[src/rtl/arith_pkg.sv]
// Shared arithmetic-library definitions: datapath width, divider step count
// and the divider state encoding.
package arith_pkg;

  localparam int ARITH_WIDTH = 20;
  localparam int DIV_STEPS   = ARITH_WIDTH;
  localparam int DIV_CNT_W   = $clog2(DIV_STEPS + 1);

  typedef enum logic [1:0] {
    IDLE = 2'd0,
    RUN  = 2'd1,
    DONE = 2'd2
  } div_state_t;

endpackage

[src/rtl/div20_step.sv]
// One combinational restoring-division step: shift the next dividend bit into
// the partial remainder, trial-subtract the divisor, keep or restore.
module div20_step
  import arith_pkg::*;
(
  input  logic [ARITH_WIDTH:0]   r,
  input  logic [ARITH_WIDTH-1:0] qw,
  input  logic [ARITH_WIDTH-1:0] dsr,
  output logic [ARITH_WIDTH:0]   r_next,
  output logic [ARITH_WIDTH-1:0] qw_next
);

  logic [ARITH_WIDTH:0] t;
  logic [ARITH_WIDTH:0] d;
  logic                 unused_r_msb;

  // The partial remainder stays below the divisor, so its top bit is always 0.
  assign unused_r_msb = r[ARITH_WIDTH];

  assign t       = {r[ARITH_WIDTH-1:0], qw[ARITH_WIDTH-1]};
  assign d       = t - {1'b0, dsr};
  assign r_next  = d[ARITH_WIDTH] ? t : d;
  assign qw_next = {qw[ARITH_WIDTH-2:0], ~d[ARITH_WIDTH]};

endmodule

[src/rtl/div20_seq.sv]
// Sequential 20-bit unsigned restoring divider: one step per clock, 20 steps,
// registered quotient/remainder/div_by_zero updated only on completion.
module div20_seq
  import arith_pkg::*;
(
  input  logic                   clk,
  input  logic                   rst,
  input  logic                   start,
  input  logic [ARITH_WIDTH-1:0] dividend,
  input  logic [ARITH_WIDTH-1:0] divisor,
  output logic                   busy,
  output logic                   done,
  output logic [ARITH_WIDTH-1:0] quotient,
  output logic [ARITH_WIDTH-1:0] remainder,
  output logic                   div_by_zero
);

  // Handshake: start is a request that is accepted on a rising edge only when
  // busy=0 and no divide-by-zero result is pending; dividend/divisor are
  // captured on that edge alone. done is a one-cycle pulse, results held after.

  div_state_t             state, state_next;
  logic                   dz_pend, dz_pend_next;
  logic [ARITH_WIDTH-1:0] qw, qw_next;
  logic [ARITH_WIDTH:0]   r, r_next;
  logic [ARITH_WIDTH-1:0] dsr, dsr_next;
  logic [DIV_CNT_W-1:0]   count, count_next;
  logic [ARITH_WIDTH-1:0] quotient_next, remainder_next;
  logic                   div_by_zero_next;

  logic [ARITH_WIDTH:0]   step_r;
  logic [ARITH_WIDTH-1:0] step_qw;

  div20_step u_step (
    .r       (r),
    .qw      (qw),
    .dsr     (dsr),
    .r_next  (step_r),
    .qw_next (step_qw)
  );

  always_ff @(posedge clk or posedge rst) begin
    if (rst) begin
      state       <= IDLE;
      dz_pend     <= 1'b0;
      qw          <= '0;
      r           <= '0;
      dsr         <= '0;
      count       <= '0;
      quotient    <= '0;
      remainder   <= '0;
      div_by_zero <= 1'b0;
    end else begin
      state       <= state_next;
      dz_pend     <= dz_pend_next;
      qw          <= qw_next;
      r           <= r_next;
      dsr         <= dsr_next;
      count       <= count_next;
      quotient    <= quotient_next;
      remainder   <= remainder_next;
      div_by_zero <= div_by_zero_next;
    end
  end

  always_comb begin
    state_next       = state;
    dz_pend_next     = 1'b0;
    qw_next          = qw;
    r_next           = r;
    dsr_next         = dsr;
    count_next       = count;
    quotient_next    = quotient;
    remainder_next   = remainder;
    div_by_zero_next = div_by_zero;

    case (state)
      IDLE, DONE: begin
        state_next = IDLE;
        if (dz_pend) begin
          // Zero divisor: skip RUN, report one cycle after acceptance.
          state_next       = DONE;
          quotient_next    = '1;
          remainder_next   = qw;
          div_by_zero_next = 1'b1;
        end else if (start) begin
          qw_next    = dividend;
          r_next     = '0;
          dsr_next   = divisor;
          count_next = '0;
          if (divisor == '0) begin
            dz_pend_next = 1'b1;
          end else begin
            state_next = RUN;
          end
        end
      end
      RUN: begin
        qw_next    = step_qw;
        r_next     = step_r;
        count_next = count + DIV_CNT_W'(1);
        if (count == DIV_CNT_W'(DIV_STEPS - 1)) begin
          state_next       = DONE;
          quotient_next    = step_qw;
          remainder_next   = step_r[ARITH_WIDTH-1:0];
          div_by_zero_next = 1'b0;
        end
      end
      default: state_next = IDLE;
    endcase
  end

  assign busy = (state == RUN);
  assign done = (state == DONE);

endmodule

[config.mk]
export PLATFORM = sky130hd
export DESIGN_NAME = div20_seq
export DESIGN_NICKNAME = d
export VERILOG_FILES = /design/src/rtl/arith_pkg.sv /design/src/rtl/div20_step.sv /design/src/rtl/div20_seq.sv
export SDC_FILE = /design/constraint.sdc
export NUM_CORES = 1
export LEC_CHECK = 0
export ABC_AREA = 0
export CAP_MARGIN = 10
export CELL_PAD_IN_SITES_DETAIL_PLACEMENT = 0
export CELL_PAD_IN_SITES_GLOBAL_PLACEMENT = 1
export CORE_MARGIN = 5
export CORE_UTILIZATION = 45
export CTS_BUF_LIST = sky130_fd_sc_hd__clkbuf_4 sky130_fd_sc_hd__clkbuf_8
export CTS_CLUSTER_SIZE = 14
export DETAILED_ROUTE_END_ITERATION = 10
export PLACE_DENSITY_LB_ADDON = 0.1
export SETUP_SLACK_MARGIN = 0.15
export SYNTH_ARGS = -nofsm -noshare
export SYNTH_HDL_FRONTEND = slang
export SYNTH_SLANG_ARGS = --single-unit
[constraint.sdc]
create_clock -name clk -period 8.48 [get_ports clk]
set_input_delay 1.696 -clock clk [delete_from_list [all_inputs] [get_ports clk]]
set_output_delay 1.696 -clock clk [all_outputs]
set_load 0.02 [all_outputs]
After elaboration in Yosys (flattened, before gate mapping)
Index checks and enable logic that the tools add are counted.
W data, S select, Z words.
- memory bits (read-only): 0
- word-level logic and storage cells: 55
- register bits after elaboration: 109
- output and inout port bits: 43
- bits in writable memories: 0
- memories: 0
- latch bits: 0
- bitwise logic cells: 2
- div/mod/pow operators: 0
- reductions and logical operators: 7
- shift operators: 0
- multiplexer cells: 28
- multiply operators: 0
- order comparisons: 0
- equality and inequality tests: 7
- add/sub/neg operators: 2
- operators with widths (cell ; number):
    $mux W20 ; 9
    $pmux W20 S2 ; 4
    $sub A21 B20 Y21 ; 1
    $logic_not A20 Y1 ; 1
    $mux W5 ; 2
    $pmux W5 S2 ; 1
    $reduce_and A3 Y1 ; 3
    $mux W1 ; 8
    $ne A2 B2 Y1 const B ; 3
    $add A5 B1 Y5 const B ; 1
    $eq A5 B5 Y1 const B ; 1
    $mux W2 ; 2
    $pmux W2 S2 ; 1
    $eq A2 B1 Y1 const B ; 1
    $eq A2 B2 Y1 const B ; 1
    $logic_not A2 Y1 ; 1
    $ne A2 B1 Y1 const B ; 1
    $not A1 Y1 ; 2
    $pmux W1 S2 ; 1
    $reduce_bool A2 Y1 ; 1
    $reduce_or A2 Y1 ; 1

Longest topological paths before layout
- depth after elaboration: 5
- depth in mapped cells: 13
- gate-level depth less buffers: 11

Modules after synthesis
From an unflattened synthesis, not the netlist that was laid out.
- cell total of the unflattened synthesis: 652
- area, all modules: 6324.8 um^2
- by module, submodules not included (module ; sequential area each (um^2) ; instances ; area an instance (um^2) ; cells each):
    div20_seq ; 2752.6 ; 1 ; 4733.3 ; 417
    div20_step ; 0.0 ; 1 ; 1591.5 ; 235

Worst setup path after synthesis
Ideal clock, no wire load.
- kind: reg2out
- from: register state[0]
- to: output busy
- data arrival time: 1.414 ns
- setup slack: 5.370 ns
- stages on the path, launching flop included: 6
- path through: dfrtp_1 -> nand2b_1 -> clkbuf_1 -> inv_1 -> clkbuf_1 -> buf_1
- longest elaborated chain between the ends: 1
- ends and longest elaborated chain (element ; line ; text):
    start, declared ; div20_seq.sv:22 ; div_state_t state, state_next;
    start signal, assigned ; div20_seq.sv:54 ; state <= state_next;
    $eq A2 B1 Y1 ; div20_seq.sv:113 ; assign busy = (state == RUN);
    end, declared ; div20_seq.sv:11 ; output logic busy,
No other way between the ends.

Worst setup path in the final report
Same ends and word-level chain as after synthesis.

==> metrics.md <==
| Metric | Value |
|---|---|
| Slew Viols, Final | `0` |
| Hold_buf cts | `0` |
| Port Buffers | `85` |
| Setup TNS Final | `0 ps` |
| Peak supply drop | `0.190 mV` |
| Total GRT Usage | `0.203` |
| Max-cap violation count | `0` |
| Starting Density | `0.463` |
| Min Clock Period, post-route | `3660 ps` |
| Vias in the first global route | `4610` |
| Pin count of the biggest net entering global routing | `78` |
| N_diodes | `0` |
| Share of layout cells above drive strength 1 | `0.0514` |
| Hold Startpoint | `div_by_zero` |
| Delay-heaviest family, CP | `buffers and inverters` |
| Synthesized area per cell | `8.93 um2` |
| Post-CTS Resized | `0` |
| Status | `complete, no violations` |
| Register area share after synthesis | `0.486` |
| Via count | `4751` |
| Synth top area share | `0.486` |
| Mapped cell area | `5610 um2` |
| Post-synth EDFFs | `0` |
| WL per Instance | `16.6 um` |
| Bufs and invs on worst path | `3` |
| Clk slew on worst S/H paths | `100 ps` |
| Ports | `86` |
| Setup Buffers After CTS | `0` |
| Prevailing post-synth register cell | `dfrtp_1` |
| Total CTS buffers | `9` |
| Num rows | `40` |
| Worst-Skew Late Latency | `370 ps` |
| CORE AREA | `12100 um2` |
| Die width | `122 um` |
| Final wirelength | `14400 um` |
| CTS Sinks | `109` |
| CTS tree | `done` |
| Routed Antenna Nets | `0` |
| Reg2reg start | `qw[19]` |
| Area Growth Syn to Fin | `20.9%` |
| Crit path arrival time | `1960 ps` |
| Async S/R FF share, synth | `1.00` |
| Final worst path period share | `0.431` |
| Via/cell ratio | `5.47` |
| Initial antenna violation count | `0` |
| # setup viols final | `0` |
| Max clock buf depth | `2` |
| Setup CP Type | `flop to output port` |
| Remaining global-route overflow | `0` |
| Layout Nets | `761` |
| Synth area leaders | `dfrtp_1, nand2_1, ha_1` |
| CTS root buffer | `clkbuf_8` |
| Final Skew | `7.84 ps` |
| Seq cells post-synth | `109` |
| Endpoint class of the critical path | `output port` |
| CP max FO | `26` |
| Residual DRC count | `0` |
| Syn Inst Count | `628` |
| Syn Nets | `693` |
| Crit-path max cell delay | `660 ps` |
| Leakage | `2.97 nW` |
| Leading area contributor after synthesis | `dfrtp_1` |
| Crit path from | `state[0]` |
| Worst setup SP type | `flop` |
| Global-route wire length before repair | `24000 um` |
| Crit path cell chain | `nand2b_2 > inv_1 > buf_4 > clkdlybuf4s50_1` |
| Synth unique cells | `51` |
| Final hold vios | `0` |
| Detail Placement HPWL | `10300 um` |
| TritonRoute pass-1 iters | `4` |
| Die area | `14800 um2` |
| Starting DRT DRC Count | `304` |
| Count of non-filler cells in the finished layout | `869` |
| Final Wtd Congestion | `0.758` |
| Max Fclk | `273 MHz` |
| H-Tree Level Count | `3` |
| Critical Path Slowest Stage Cell | `clkdlybuf4s50_1` |
| Placed cell count | `852` |
| Normalized max-slew margin | `0.262` |
| Cell Pwr Density | `486 nW/um2` |
| Die Y | `122 um` |
| RSZ-0062 raised after global routing | `false` |
| Worst endpoint required time | `6780 ps` |
| Fin util | `0.560` |
| Ys Warns | `0` |
| Flop-to-flop setup slack | `5180 ps` |
| Slew at the pin closest to its max-slew limit | `1100 ps` |
| Hold WC Path Type | `flop to flop` |
[synth_stat cells (3+ instances only)]
cell type,n
nor2_1,62
buf_1,5
nor3_1,11
a31o_2,3
xor2_1,7
a211o_1,7
mux2i_1,4
nor4_1,8
nand3_1,15
a31oi_1,29
dfrtp_1,109
nand2b_1,6
ha_1,21
o211ai_1,3
and3_1,12
a21o_1,11
inv_1,26
buf_2,3
clkbuf_1,22
nand4_1,5
nand2_1,112
xnor2_1,9
o32ai_1,4
o32a_1,7
o22a_1,3
o21ai_0,45
a21oi_1,47
[logic make-up after synthesis]
group | Yosys count | synth area share
and+or+nand+nor | 245 | 0.194
AOI/OAI and AO/OA | 173 | 0.194
DFF | 109 | 0.486
buffers and inverters | 59 | 0.0428
adders and majority gates | 22 | 0.0504
xor gates and xnor gates | 16 | 0.0250
muxes | 4 | 0.00714
[flip-flops by register name (all words and copies together) (netlist names)]
register and count:
dsr 20, quotient 20, qw 20, r 20, remainder 20, count 5
state 2, div_by_zero 1, dz_pend 1
[cells in the final DEF (no fill, tap or decap), types with 3 or more instances in the layout]
cell	count
a211o_1	7
a21o_1	11
a21oi_1	47
a31o_2	3
a31oi_1	29
and3_1	12
buf_4	4
clkbuf_8	12
clkdlybuf4s50_1	85
dfrtp_1	109
ha_1	21
inv_1	25
mux2i_1	4
nand2_1	112
nand2b_1	5
nand3_1	15
nand4_1	5
nor2_1	62
nor3_1	11
nor4_1	8
o211ai_1	3
o21ai_0	45
o22a_1	3
o32a_1	7
o32ai_1	4
xnor2_1	9
xor2_1	7
[worst paths after layout]
| check | to | depth (start not counted) |
|---|---|---|
| min reg2reg | div_by_zero | 1 |
| min | div_by_zero | 1 |
| max in group asynchronous | count[4] | 3 |
| max | busy | 4 |
| min in group asynchronous | remainder[3] | 2 |
| max reg2reg | remainder[5] | 11 |
[routing by layer]
layer,vias up,routed length (um),global-route usage
met5,-,0,0
met4,0,92,0.0553
met3,8,744,0.0404
met2,98,6500,0.303
met1,2298,7080,0.300
li1,2347,-,-
[worst reg2reg max path, stage by stage, from the launching register on]
cell and delay, ps:
dfrtp_1 490, inv_1 80, ha_1 220, fa_1 410, nand2b_1 200, a21o_1 200, a21o_1 190, nand3_2 100
a31oi_2 190, or2_4 380, nor4b_1 540, o32a_1 250
[power breakdown]
part           leakage, nW  switching (W)  internal (W)
logic                 1.58        0.00117      0.000847
clock network        0.109       0.000173      0.000164
registers             1.29       0.000169      0.000771
total                 2.97        0.00151       0.00178
[metrics by stage]
step	cell area (um2)	hold WS, ps	power [W]	setup WS [ps]
after floorplan	5610	450	0.00238	3910
after global placement	6560	471	0.00291	4370
after detailed placement	6560	469	0.00295	4320
after CTS	6770	492	0.00330	4710
after global routing	6780	521	0.00360	4710
final	6780	490	0.00329	4820
[cell type report]
cell class | count | area (um2)
Fill cell | 1140 | 5330
Clock inverter | 3 | 42.5
Tap cell | 168 | 210
Timing Repair Buffer | 89 | 881
Inverter | 27 | 104
Multi-Input combinational cell | 460 | 2640
Sequential cell | 109 | 2730
Clock buffer | 13 | 173
(Power assumes the default switching activity.)
